### src/rtl/seg_time_pkg.sv
// Shared types and segment patterns for the MM.SS display.
// Patterns are {g,f,e,d,c,b,a}, active low.
package seg_time_pkg;

    localparam int DIGITS = 4;

    typedef logic [1:0] digit_idx_t;

    localparam logic [6:0] SEG_DASH  = 7'h3F;
    localparam logic [6:0] SEG_BLANK = 7'h7F;

    function automatic logic [6:0] bcd_to_seg(input logic [3:0] d);
        logic [6:0] s;
        s = SEG_BLANK;
        case (d)
            4'd0: s = 7'h40;
            4'd1: s = 7'h79;
            4'd2: s = 7'h24;
            4'd3: s = 7'h30;
            4'd4: s = 7'h19;
            4'd5: s = 7'h12;
            4'd6: s = 7'h02;
            4'd7: s = 7'h78;
            4'd8: s = 7'h00;
            4'd9: s = 7'h10;
            default: s = SEG_BLANK;
        endcase
        return s;
    endfunction

endpackage

### src/rtl/seg_time_display_bcd60.sv
// Splits a 0-59 binary value into BCD tens/ones.
// Values above 59 raise invalid; digits are then don't-care.
module bcd60_split (
    input  logic [5:0] value,
    output logic [3:0] tens,
    output logic [3:0] ones,
    output logic       invalid
);

    logic [3:0] t10;

    // Compare chain for tens, subtract tens*10 (mod 16) for ones
    always_comb begin
        tens = 4'd0;
        if (value >= 6'd50)      tens = 4'd5;
        else if (value >= 6'd40) tens = 4'd4;
        else if (value >= 6'd30) tens = 4'd3;
        else if (value >= 6'd20) tens = 4'd2;
        else if (value >= 6'd10) tens = 4'd1;
        t10     = {tens[0], 3'b000} + {tens[2:0], 1'b0};
        ones    = value[3:0] - t10;
        invalid = (value > 6'd59);
    end

endmodule

### src/rtl/seg_time_display.sv
// Multiplexed 4-digit MM.SS driver with per-frame input snapshot.
// Optional blink blanking: define SEG_TIME_DISPLAY_BLINK_EN.
module seg_time_display
    import seg_time_pkg::*;
#(
    parameter int REFRESH_DIV = 100000,
    parameter int BLINK_DIV   = 25000000
) (
    input  logic       clk,
    input  logic       rst,
    input  logic [5:0] minutes,
    input  logic [5:0] seconds,
    input  logic       blink,
    output logic [6:0] seg,
    output logic       dp,
    output logic [3:0] an,
    output logic       frame_start
);

    localparam int DW = $clog2(REFRESH_DIV);
    localparam logic [DW-1:0] DIV_LAST = DW'(REFRESH_DIV - 1);

    logic [DW-1:0] div_q, div_n;
    digit_idx_t    idx_q, idx_n;
    logic          first_q;
    logic [5:0]    min_q, sec_q, min_n, sec_n;
    logic          take;
    logic [3:0]    m_t, m_o, s_t, s_o;
    logic          m_inv, s_inv;
    logic [3:0]    digit;
    logic          dig_inv;
    logic [6:0]    seg_n;
    logic [3:0]    an_n;
    logic          blank_n;

    // Next scan position and snapshot decision
    always_comb begin
        div_n = div_q + DW'(1);
        idx_n = idx_q;
        if (div_q == DIV_LAST) begin
            div_n = '0;
            idx_n = idx_q + 2'd1;
        end
        take  = first_q || ((div_q == DIV_LAST) && (idx_q == 2'd3));
        min_n = take ? minutes : min_q;
        sec_n = take ? seconds : sec_q;
    end

    bcd60_split u_min (
        .value   (min_n),
        .tens    (m_t),
        .ones    (m_o),
        .invalid (m_inv)
    );

    bcd60_split u_sec (
        .value   (sec_n),
        .tens    (s_t),
        .ones    (s_o),
        .invalid (s_inv)
    );

`ifdef SEG_TIME_DISPLAY_BLINK_EN
    localparam int BW = (BLINK_DIV > 1) ? $clog2(BLINK_DIV) : 1;
    localparam logic [BW-1:0] BLINK_LAST = BW'(BLINK_DIV - 1);

    logic [BW-1:0] bcnt_q;
    logic          phase_q, phase_n;

    // Phase of the blink cycle as it will be after this edge
    always_comb begin
        phase_n = 1'b0;
        if (blink)
            phase_n = (bcnt_q == BLINK_LAST) ? ~phase_q : phase_q;
        blank_n = blink && phase_n;
    end

    // Blink counter, held cleared while blink is low
    always_ff @(posedge clk or posedge rst) begin
        if (rst) begin
            bcnt_q  <= '0;
            phase_q <= 1'b0;
        end else if (!blink) begin
            bcnt_q  <= '0;
            phase_q <= 1'b0;
        end else begin
            bcnt_q  <= (bcnt_q == BLINK_LAST) ? '0 : bcnt_q + BW'(1);
            phase_q <= phase_n;
        end
    end
`else
    logic blink_unused;
    assign blink_unused = blink & (BLINK_DIV > 0);
    assign blank_n = 1'b0;
`endif

    // Digit select and anode pattern for the upcoming cycle
    always_comb begin
        digit   = 4'd0;
        dig_inv = 1'b0;
        unique case (idx_n)
            2'd0: begin digit = s_o; dig_inv = s_inv; end
            2'd1: begin digit = s_t; dig_inv = s_inv; end
            2'd2: begin digit = m_o; dig_inv = m_inv; end
            2'd3: begin digit = m_t; dig_inv = m_inv; end
        endcase
        seg_n = dig_inv ? SEG_DASH : bcd_to_seg(digit);
        an_n  = 4'hF;
        if ((div_n != '0) && !blank_n)
            an_n = ~(4'b0001 << idx_n);
    end

    // Scan state, snapshot and registered pin drive
    always_ff @(posedge clk or posedge rst) begin
        if (rst) begin
            div_q       <= '0;
            idx_q       <= '0;
            first_q     <= 1'b1;
            min_q       <= '0;
            sec_q       <= '0;
            seg         <= SEG_BLANK;
            dp          <= 1'b1;
            an          <= 4'hF;
            frame_start <= 1'b0;
        end else begin
            div_q       <= div_n;
            idx_q       <= idx_n;
            first_q     <= 1'b0;
            min_q       <= min_n;
            sec_q       <= sec_n;
            seg         <= seg_n;
            dp          <= (idx_n != 2'd2);
            an          <= an_n;
            frame_start <= take;
        end
    end

endmodule
### config.mk
export PLATFORM = sky130hd
export DESIGN_NAME = seg_time_display
export DESIGN_NICKNAME = d
export VERILOG_FILES = /design/src/rtl/seg_time_pkg.sv /design/src/rtl/seg_time_display_bcd60.sv /design/src/rtl/seg_time_display.sv
export SDC_FILE = /design/constraint.sdc
export NUM_CORES = 1
export LEC_CHECK = 0
export BUFFER_PORTS_ARGS = -buffer_cell sky130_fd_sc_hd__buf_4
export CORE_ASPECT_RATIO = 1.5
export CORE_MARGIN = 1
export CORE_UTILIZATION = 44
export CTS_CLUSTER_SIZE = 20
export DETAILED_ROUTE_END_ITERATION = 10
export PLACE_DENSITY = 0.69
export SLEW_MARGIN = 10
export SYNTH_ARGS = -nofsm -noshare
export SYNTH_HDL_FRONTEND = slang
export SYNTH_HIERARCHICAL = 1
export SYNTH_SLANG_ARGS = --single-unit
### constraint.sdc
create_clock -name clk -period 4.4 [get_ports clk]
set_input_delay 0.44 -clock clk [delete_from_list [all_inputs] [get_ports clk]]
set_output_delay 0.44 -clock clk [all_outputs]
set_load 0.02 [all_outputs]
==> metrics.csv, run 1 <==
stage;metric;value;unit
status;status;finished, final reports clean;
synth;yosysWarnings;6;
power_and_ir_drop;ir_drop;0.194;mV
clocking;path_clk_slew;0.09;ns
synth;synth_area_per_cell;9.99;sq um
power_and_ir_drop;total_power;1.26;mW
layout;fin_nets;382;
clocking;cts_buffer_depth;2;
route;drtIter0Drc;112;
worst_setup_path;crit_chain;ha_2 > and4_1 > and4_4 > a21oi_4 > buf_6 > mux2_4 > buf_4 > and2b_2 > o22ai_1 > o32ai_2 > ha_2 > xnor2_1 > mux4_2 > mux2_4 > or4_4 > o2111ai_2;
placed_design;gp_congestion;0.837;
floorplanning;fp.dieW;71.3;um
placed_design;dpl.cell_count;420;
layout;syn2layout_area_growth;17.4;%
synth;yosys_register_bits;45;
job;cap_violations;0;
power_and_ir_drop;p_leak;1.66;nW
layout;stdcell_count;433;
sta;slew_headroom;62.0;%
synth;postSynthCellCount;317;
sta;hold_slack;0.263;ns
route;wl_per_cell;14.6;um
min_path;min_path_type;in2async;
grt;grt_pass1_wl;10700;um
worst_setup_path;reg2reg_depth;16;
route;wl;6340;um
layout;nFillCells;609;
synth;syn-cell-area;3170;sq um
synth;synth-edff-count;0;
layout;multiInputGateArea;1880;sq um
worst_setup_path;reg2reg_slack;0.19;ns
sta;setup_tns;0;ns
synth;synth_cell_types;59;
grt;grt_max_degree;46;
power_and_ir_drop;power_density;339;nW/um^2
layout;n_antenna_cell;0;
worst_setup_path;cp_max_fo;10;
worst_setup_path;crit_slowest_cell;mux4_2;
route;vias;2364;
grt;antenna_found_initial;0;
worst_setup_path;max_stage_delay;0.49;ns
layout;finish.utilization;53.9;%
synth;synth_fp_nets;345;
route;first_pass_iters;4;
worst_setup_path;worst_ep_required_time;4.61;ns
sta;maxSlewViolCount;0;
worst_setup_path;critPathLaunch;div_q[1]$_DFF_PP0_;
clocking;cts_root_buf;clkbuf_8;
sta;period_minus_slack;4.21;ns
worst_setup_path;end_kind;flip-flop;
sta;finClkSkew;0.0110;ns
clocking;numClockSinks;45;
placed_design;io_buffers;26;
sta;rsz0062_at_grt;false;
floorplanning;fp.coreArea;6900;sq um
floorplanning;dieArea;7550;sq um
sta;min_period_over_period;95.7;%
worst_setup_path;setup.worst_path.end;seg[3]$_DFF_PP1_;
worst_setup_path;timing.rr.start;div_q[1]$_DFF_PP0_;
route;drcViolationCount;0;
synth;ys_seq_area_share;36.1;%
placed_design;hpwl;4620;um
layout;drive_gt1_share;34.4;%
sta;worst_slew_pin_slew;0.570;ns
layout;seqCellArea;1140;sq um
route;ant_nets;0;
sta;finalHoldViolCount;0;
synth;synth_flop_cell;dfrtp_1;
grt;grt.total_usage;17.9;%
synth;yosys.area.top_type;dfrtp_1;
clocking;h-tree-depth;2;
floorplanning;die_h;106;um
floorplanning;start_util;45.9;%
synth;async_flop_share;100;%
grt;grt_pass1_vias;2358;
worst_setup_path;start_kind;flip-flop;
worst_setup_path;critPathKind;reg2reg;
clocking;worstSkewPairLatency;0.30;ns
sta;final-setup-viol-count;0;
clocking;cts_buffers;5;
sta;fmax;237;MHz
floorplanning;io_pins;28;
worst_setup_path;crit_arrival;4.42;ns
route;viasPerCell;5.46;
worst_setup_path;r2r-end;seg[3]$_DFF_PP1_;
clocking;cts_tree;done;
synth;synth_top_area_share;25.3;%
synth;synthTopCellsByArea;dfrtp_1 25%, dfstp_2 11%, xnor2_1 5.5%;
grt;grt-ovfl-total;0;
floorplanning;placementRows;37;
-- worst min path at each step --
stage	start	end	slack, ns	cells after the start
global placement	min_q[5]$_DFF_PP0_	min_q[5]$_DFF_PP0_	0.50	1
finish	rst	frame_start$_DFF_PP0_	0.26	3
floorplan	min_q[5]$_DFF_PP0_	min_q[5]$_DFF_PP0_	0.47	1
detailed placement	sec_q[0]$_DFF_PP0_	sec_q[0]$_DFF_PP0_	0.51	1
global route	rst	frame_start$_DFF_PP0_	0.32	3
CTS	rst	frame_start$_DFF_PP0_	0.29	3
-- routing by layer --
metal / track usage, % / wire length (um) / share of wire, %
met3: 2.09 / 117 / 1.8
met5: 0 / 0 / 0
met1: 19.3 / 2570 / 41
met4: 7.86 / 173 / 2.7
met2: 33.9 / 3470 / 55
-- power by group --
part           total [mW]  switching, mW  leakage [nW]  internal (mW)
sequential          0.491         0.0109         0.539          0.480
clock               0.267          0.139        0.0445          0.128
combinational       0.502          0.260          1.08          0.242
-- registers in the layout, summed over array words and instances (netlist names) --
signal       count
first_q          1
an               4
div_q           17
seg              7
frame_start      1
min_q            6
idx_q            2
sec_q            6
dp               1
-- critical path: cells and delay by family (launching register included) --
kind            cells  cell delay [ns]
compound gates      4             0.71
xor+xnor            1             0.09
fa+ha+maj           2             0.44
buf+inv             2             0.32
flops               1             0.41
mux                 3             1.11
simple gates        4             1.04
-- repair_timing --
item | 4_1_cts | 5_1_grt
pin swaps | 1 | 5
buffers inserted | 2 | 3
endpoints found under the setup margin | 1 | 6
resized for setup | 0 | 23
hold buffers | 0 | 0
-- layout make-up --
type / instances / share of cell area (%)
Tap cell: 78 / 2.62
Sequential cell: 45 / 30.7
Multi-Input combinational cell: 228 / 50.6
Clock buffer: 7 / 2.32
Clock inverter: 1 / 0.202
Inverter: 18 / 1.82
Timing Repair Buffer: 56 / 11.7
-- per-stage QoR --
stage	setup slack [ns]	cell area (sq um)
detailed placement	0.00329	3490
global route	0.00542	3720
finish	0.188	3720
CTS	0.0902	3610
floorplan	0.000334	3190
global placement	0.105	3490
-- synthesized netlist by cell type, drive strengths merged (4+ instances only) --
cell type	n
nand4	6
and2b	4
dfstp	13
o21ai	17
inv	18
nor2b	6
a21oi	8
nor3	10
dfrtp	32
xnor2	20
nand2	17
mux2i	8
a211o	4
and2	4
mux4	4
ha	13
nor2	17
xor2	12
mux2	13
buf	19
nor4	6
nand3	10
or2b	6
clkbuf	7
-- cell usage in the layout (no fill, tap or decap), types with 3 or more instances in the layout --
cell      count
xor2_1       12
o21ai_0      10
a211o_1       4
o21ai_1       5
nand2_1      17
nand4_1       5
nand3_1      10
o21a_1        3
mux2i_1       8
buf_4        54
or2b_1        4
dfrtp_1      32
nor2_1       17
nor4_1        3
nor2b_1       6
mux2_4        6
a21oi_1       6
mux4_2        4
xnor2_1      20
and2b_2       4
ha_1         11
o211ai_1      3
conb_1        3
a31oi_1       3
dfstp_2      13
and2_1        3
nor3_1       10
inv_1        17
mux2_2        7
clkbuf_8      6
-- cells by family (layout without fill, tap and decap cells) --
family | Yosys count | count (layout) | synth area share (%)
xor gates and xnor gates | 32 | 32 | 8.85
DFF | 45 | 45 | 36.1
buffers and inverters | 44 | 82 | 7.62
and+or+nand+nor | 101 | 101 | 19.8
adders and majority gates | 13 | 13 | 5.13
muxes | 25 | 25 | 9.99
other | 3 | 3 | 0.355
AOI/OAI and AO/OA | 54 | 54 | 12.2
Power figures use the tool's default switching activity.
==> inputs of run 2 (changes only) <==
GPL_TIMING_DRIVEN = 0   (was unset)
SYNTH_HIERARCHICAL = unset   (was 1)
==> metrics.csv, run 2 <==
stage;metric;value;unit;change
clocking;worstSkewPairLatency;0.29;ns;about the same
worst_setup_path;critPathKind;reg2reg;;
placed_design;io_buffers;24;;-7.7%
clocking;cts_tree;done;;
placed_design;postPlaceCellArea;3280;sq um;-6.1%
worst_setup_path;path_buf_inv;4;;+2
clocking;cts_root_buf;clkbuf_8;;
status;status;finished, final reports clean;;
clocking;hold_buffers;0;;unchanged
sta;finalHoldViolCount;0;;unchanged
synth;synth_cell_types;65;;+10%
layout;syn2layout_area_growth;13.5;%;
floorplanning;dieArea;7120;sq um;-5.7%
sta;maxSlewViolCount;0;;unchanged
worst_setup_path;crit_slowest_cell;buf_1;;
worst_setup_path;critPathTopFamily;simple AND/OR/NAND/NOR gates;;
worst_setup_path;reg2reg_depth;17;;+1
sta;min_period_over_period;90.7;%;-5.1 points
route;wl_per_cell;14.9;um;+1.9%
power_and_ir_drop;total_power;1.14;mW;-9.9%
route;ant_nets;0;;unchanged
route;drtIter0Drc;117;;+4.5%
synth;ys_seq_area_share;38.3;%;+2.2 points
worst_setup_path;crit_chain;ha_1 > nor4bb_2 > and4_1 > buf_4 > a21oi_4 > inv_2 > buf_1 > mux2i_1 > ha_1 > nand3_1 > o21ai_0 > a211oi_1 > a22oi_2 > and2_4 > buf_6 > a211o_1 > and3_1;;
worst_setup_path;max_stage_delay;0.42;ns;-0.07 ns
sta;hold_slack;0.0949;ns;-0.168 ns
route;wl;6640;um;+4.8%
layout;final_cell_mix;35 x nand2_1, 32 x nor2_1, 32 x dfrtp_1, 26 x buf_4, 21 x o21ai_0;;
clocking;cts_setup_buffers;0;;-2
synth;synth_top_area_share;26.8;%;+1.6 points
worst_setup_path;worst_ep_required_time;4.63;ns;+0.02 ns
grt;grt_pass1_vias;2467;;+4.6%
floorplanning;io_pins;28;;unchanged
floorplanning;fp.coreArea;6530;sq um;-5.3%
worst_setup_path;start_kind;flip-flop;;
synth;async_flop_share;100;%;unchanged
synth;yosysWarnings;0;;-6
synth;postSynthCellCount;336;;+6.0%
worst_setup_path;timing.rr.start;div_q[0]$_DFF_PP0_;;
floorplanning;die_h;103;um;-2.9%
route;vias;2547;;+7.7%
synth;synth_area_per_cell;8.88;sq um;-11%
worst_setup_path;crit_top_cell;ha_1;;
worst_setup_path;r2r-end;seg[6]$_DFF_PP1_;;
floorplanning;placementRows;36;;-2.7%
sta;setup_tns;0;ns;unchanged
power_and_ir_drop;power_density;335;nW/um^2;-1.0%
synth;synthTopCellsByArea;dfrtp_1 27%, dfstp_2 11%, nand2_1 4.4%;;
synth;synth_flop_cell;dfrtp_1;;
route;drcViolationCount;0;;unchanged
clocking;ctsResizeCount;0;;unchanged
sta;slew_headroom;60.0;%;-2.0 points
power_and_ir_drop;ir_drop;0.206;mV;+6.2%
sta;final-setup-viol-count;0;;unchanged
floorplanning;fp.dieW;69.2;um;-2.9%
grt;antenna_found_initial;0;;unchanged
route;viasPerCell;5.72;;+4.8%
synth;synth_commonest_cells;35 x nand2_1, 32 x dfrtp_1, 32 x nor2_1;;
layout;finish.utilization;51.8;%;-2.1 points
sta;fmax;251;MHz;+5.6%
layout;nFillCells;641;;+5.3%
synth;synth_fp_nets;358;;+3.8%
sta;rsz0062_at_grt;false;;
synth;yosys.area.top_type;dfrtp_1;;
placed_design;gp_congestion;0.851;;+1.7%
worst_setup_path;cp.depth;17;;+1
min_path;min_path_type;in2async;;
grt;grt_pass1_wl;11200;um;+5.0%
clocking;h-tree-depth;2;;unchanged
sta;finClkSkew;0.00636;ns;-0.00465 ns
job;cap_violations;0;;unchanged
worst_setup_path;crit_arrival;4.21;ns;-0.21 ns
layout;top_regs;div_q (17), seg (7);;
clocking;cts_buffers;5;;unchanged
clocking;numClockSinks;45;;unchanged
synth;yosys_register_bits;45;;unchanged
clocking;cts_buffer_depth;2;;unchanged
synth;synth.most_common_cell;nand2_1;;
worst_setup_path;reg2reg_slack;0.41;ns;+0.22 ns
layout;design_area;3390;sq um;-9.0%
clocking;path_clk_slew;0.08;ns;about the same
layout;largest_reg_flops;17;;unchanged
layout;regMostFlops;div_q;;
grt;grt.total_usage;19.7;%;+1.9 points
layout;n_antenna_cell;0;;unchanged
grt;grt-ovfl-total;0;;unchanged
worst_setup_path;end_kind;flip-flop;;
placed_design;hpwl;5150;um;+12%
synth;syn-cell-area;2980;sq um;-5.8%
worst_setup_path;cp_max_fo;10;;unchanged
layout;fin_nets;390;;+2.1%
sta;period_minus_slack;3.99;ns;-0.223 ns
synth;synth-edff-count;0;;unchanged
layout;mostFrequentLayoutCell;nand2_1;;
sta;worst_slew_pin_slew;0.598;ns;+0.0273 ns
floorplanning;start_util;45.7;%;-0.26 points
grt;grt_max_degree;33;;-28%
route;first_pass_iters;4;;unchanged
power_and_ir_drop;p_leak;1.50;nW;-9.9%
layout;drive_gt1_share;18.4;%;-16 points
run 2: worst max-delay path by stage:
stage                                   from  slack, ns               end
after floorplan           div_q[0]$_DFF_PP0_       0.95  seg[6]$_DFF_PP1_
after global placement    div_q[0]$_DFF_PP0_       0.44  seg[6]$_DFF_PP1_
after detailed placement  div_q[0]$_DFF_PP0_       0.40  seg[6]$_DFF_PP1_
after CTS                 div_q[0]$_DFF_PP0_       0.38  seg[6]$_DFF_PP1_
after global routing      div_q[0]$_DFF_PP0_       0.19  seg[6]$_DFF_PP1_
final                     div_q[0]$_DFF_PP0_       0.41  seg[6]$_DFF_PP1_
run 2: cell families after synthesis:
group,synth area share (%)
flip-flops,38.3
adder cells (fa/ha/maj),2.94
AO/OA/AOI/OAI,18.1
multiplexers,4.61
XOR/XNOR,7.68
buffers and inverters,5.33
other,0.126
AND/OR/NAND/NOR,22.9
run 2: layout make-up:
type / instances / area, sq um / area share (%)
Buffer: 17 / 87.6 / 2.59
Clock buffer: 6 / 72.6 / 2.14
Clock inverter: 2 / 35.0 / 1.03
Inverter: 19 / 71.3 / 2.11
Multi-Input combinational cell: 255 / 1680 / 49.7
Sequential cell: 45 / 1140 / 33.7
Tap cell: 76 / 95.1 / 2.81
Timing Repair Buffer: 25 / 200 / 5.91
run 2: layer usage:
| metal | routed length, um | vias to the layer above | GRT usage, % |
|---|---|---|---|
| li1 | - | 1258 | - |
| met1 | 2620 | 1237 | 21.1 |
| met2 | 3780 | 44 | 39.4 |
| met3 | 136 | 8 | 2.35 |
| met4 | 102 | 0 | 7.06 |
| met5 | 0 | - | 0 |
run 2: worst reg2reg max path: cells and delay by family (launching register included):
family / cells / cell delay, ns
AOI/OAI and AO/OA: 5 / 0.78
DFF: 1 / 0.40
and+or+nand+nor: 5 / 0.99
muxes: 1 / 0.30
buffers and inverters: 4 / 0.90
adders and majority gates: 2 / 0.55
run 2: power by group:
group          internal, mW  leakage [nW]  switching [mW]
combinational         0.146         0.898           0.195
sequential            0.474         0.543          0.0185
clock                 0.169        0.0552           0.133
total                 0.789          1.50           0.347
run 2: stage by stage:
stage / worst slack [ns] / std cells
CTS: 0.385 / 445
detailed placement: 0.400 / 437
floorplan: 0.949 / 336
finish: 0.411 / 445
global route: 0.195 / 445
global placement: 0.442 / 436
==> inputs of run 3 (changes only) <==
PLACE_DENSITY = 0.67   (was 0.69)
clock period = 5.1 ns   (was 4.4 ns; I/O delays follow)
==> metrics.csv, run 3 (synthesis gave the netlist of run 2 again) <==
stage;metric;value;unit;change
placed_design;hpwl;5260;um;+2.2%
layout;syn2layout_area_growth;13.5;%;unchanged
power_and_ir_drop;switching_share;31.2;%;+0.66 points
worst_setup_path;worst_ep_required_time;5.33;ns;+0.70 ns
floorplanning;io_pins;28;;unchanged
sta;finalHoldViolCount;0;;unchanged
power_and_ir_drop;ir_drop;0.190;mV;-7.6%
clocking;worstSkewPairLatency;0.30;ns;about the same
floorplanning;placementRows;36;;unchanged
worst_setup_path;crit_arrival;4.28;ns;+0.07 ns
sta;finClkSkew;0.0117;ns;+0.00530 ns
worst_setup_path;critPathTopFamily;simple AND/OR/NAND/NOR gates;;
sta;worst_slew_pin_slew;0.611;ns;+0.0138 ns
layout;fin_nets;390;;unchanged
floorplanning;start_util;45.7;%;unchanged
worst_setup_path;cp_max_fo;10;;unchanged
placed_design;place_ws;1.08;ns;+0.681 ns
grt;grt-ovfl-total;0;;unchanged
sta;setup_tns;0;ns;unchanged
clocking;cts_buffer_depth;2;;unchanged
job;cap_violations;0;;unchanged
sta;maxSlewViolCount;0;;unchanged
route;wl_per_cell;15.5;um;+3.7%
clocking;numClockSinks;45;;unchanged
placed_design;io_buffers;24;;unchanged
route;first_pass_iters;4;;unchanged
route;viasPerCell;5.75;;+0.39%
clocking;cts_setup_buffers;0;;unchanged
power_and_ir_drop;power_density;292;nW/um^2;-13%
power_and_ir_drop;p_leak;1.50;nW;unchanged
route;drtIter0Drc;147;;+26%
floorplanning;die_h;103;um;unchanged
clocking;path_clk_slew;0.09;ns;about the same
worst_setup_path;start_kind;flip-flop;;
placed_design;gp_congestion;0.876;;+2.9%
route;ant_nets;0;;unchanged
power_and_ir_drop;cellInternalPower;681;uW;-14%
min_path;min_path_type;in2async;;
status;status;finished, final reports clean;;
clocking;ctsResizeCount;0;;unchanged
route;vias;2557;;+0.39%
layout;drive_gt1_share;18.4;%;unchanged
power_and_ir_drop;clock_power_share;27.0;%;+0.4 points
grt;antenna_found_initial;0;;unchanged
worst_setup_path;path_buf_inv;4;;unchanged
layout;top_regs;div_q (17), seg (7);;
floorplanning;dieArea;7120;sq um;unchanged
sta;min_period_over_period;79.3;%;-11 points
worst_setup_path;crit_chain;ha_1 > nor4bb_2 > and4_1 > buf_4 > a21oi_4 > inv_2 > buf_1 > mux2i_1 > ha_1 > xor2_1 > o21ai_1 > o21ai_1 > a22o_1 > and2_4 > buf_6 > a211o_1 > and3_1;;
layout;nFillCells;611;;-4.7%
layout;regMostFlops;div_q;;
sta;rsz0062_at_grt;false;;
grt;grt.total_usage;20.7;%;+1.0 points
grt;grt_max_degree;30;;-9.1%
grt;grt_pass1_wl;11700;um;+4.3%
sta;setup_ws;1.06;ns;+0.645 ns
route;drcViolationCount;0;;unchanged
layout;n_antenna_cell;0;;unchanged
sta;slew_headroom;59.0;%;-0.93 points
power_and_ir_drop;switching_power;309;uW;-11%
worst_setup_path;reg2reg_slack;1.06;ns;+0.65 ns
sta;fmax;247;MHz;-1.4%
power_and_ir_drop;pwr-share-seq;43.0;%;-0.4 points
layout;mostFrequentLayoutCell;nand2_1;;
route;wl;6880;um;+3.7%
floorplanning;fp.coreArea;6530;sq um;unchanged
worst_setup_path;crit_slowest_cell;buf_1;;
worst_setup_path;end_kind;flip-flop;;
sta;period_minus_slack;4.04;ns;+0.0550 ns
layout;final_cell_mix;35 x nand2_1, 32 x nor2_1, 32 x dfrtp_1, 26 x buf_4, 21 x o21ai_0;;
floorplanning;fp.dieW;69.2;um;unchanged
clocking;cts_buffers;5;;unchanged
clocking;cts_root_buf;clkbuf_8;;
worst_setup_path;max_stage_delay;0.42;ns;about the same
sta;final-setup-viol-count;0;;unchanged
clocking;cts_tree;done;;
clocking;hold_buffers;0;;unchanged
worst_setup_path;critPathKind;reg2reg;;
power_and_ir_drop;p_comb_share;30.0;%;about the same
layout;largest_reg_flops;17;;unchanged
grt;grt_pass1_vias;2537;;+2.8%
clocking;h-tree-depth;2;;unchanged
run 3: cell counts in the layout (fill, tap and decap cells not counted):
No cell type changed its count.
run 3: stage by stage:
step | utilization, % | std cells | total power, mW | hold slack [ns] | area, sq um
3_3_place_gp | 49.9 | 436 | 0.721 | 0.484 | 3260
4_1_cts | 51.8 | 445 | 0.998 | 0.194 | 3390
3_5_place_dp | 50.2 | 437 | 0.730 | 0.489 | 3280
5_1_grt | 51.8 | 445 | 1.05 | 0.216 | 3390
2_1_floorplan | - | 336 | 0.634 | 0.451 | 2980
6_report | 51.8 | 445 | 0.990 | 0.190 | 3390
run 3: worst paths after layout:
path	endpoint	startpoint	cells after the start
worst max-delay path	seg[6]$_DFF_PP1_	div_q[0]$_DFF_PP0_	17
worst min-delay path	frame_start$_DFF_PP0_	rst	2
worst max register to register	seg[6]$_DFF_PP1_	div_q[0]$_DFF_PP0_	17
worst min register to register	div_q[0]$_DFF_PP0_	div_q[0]$_DFF_PP0_	1
max in group asynchronous	an[0]$_DFF_PP1_	rst	3
min in group clk	min_q[0]$_DFF_PP0_	minutes[0]	2
run 3: cell type report:
class / count / area (sq um) / area share (%)
buffer: 17 / 87.6 / 2.59
clock buffer: 6 / 72.6 / 2.14
clock inverter: 2 / 35.0 / 1.03
inverter: 19 / 71.3 / 2.11
multi-input combinational: 255 / 1680 / 49.7
sequential: 45 / 1140 / 33.7
tap: 76 / 95.1 / 2.81
timing repair buffer: 25 / 200 / 5.91
run 3: power by group through the flow:
stage / clock (mW) / sequential, mW / combinational [mW]
5_1_grt: 0.290 / 0.431 / 0.329
2_1_floorplan: 0 / 0.465 / 0.169
3_3_place_gp: 0 / 0.432 / 0.290
3_5_place_dp: 0 / 0.433 / 0.296
6_report: 0.267 / 0.426 / 0.297
4_1_cts: 0.274 / 0.427 / 0.298
run 3: worst reg2reg max path: stages (launching register included):
cell      delay (ns)
dfrtp_1         0.40
ha_1            0.24
nor4bb_2        0.35
and4_1          0.22
buf_4           0.17
a21oi_4         0.10
inv_2           0.18
buf_1           0.42
mux2i_1         0.33
ha_1            0.21
xor2_1          0.07
o21ai_1         0.11
o21ai_1         0.08
a22o_1          0.32
and2_4          0.19
buf_6           0.12
a211o_1         0.27
and3_1          0.18
run 3: routing by layer:
layer  share of wire, %  wire length (um)  global-route usage (%)
met4                3.9               266                    11.0
met1                 39              2690                    22.2
met3                2.6               178                    3.23
met5                  0                 0                       0
met2                 55              3750                    39.2
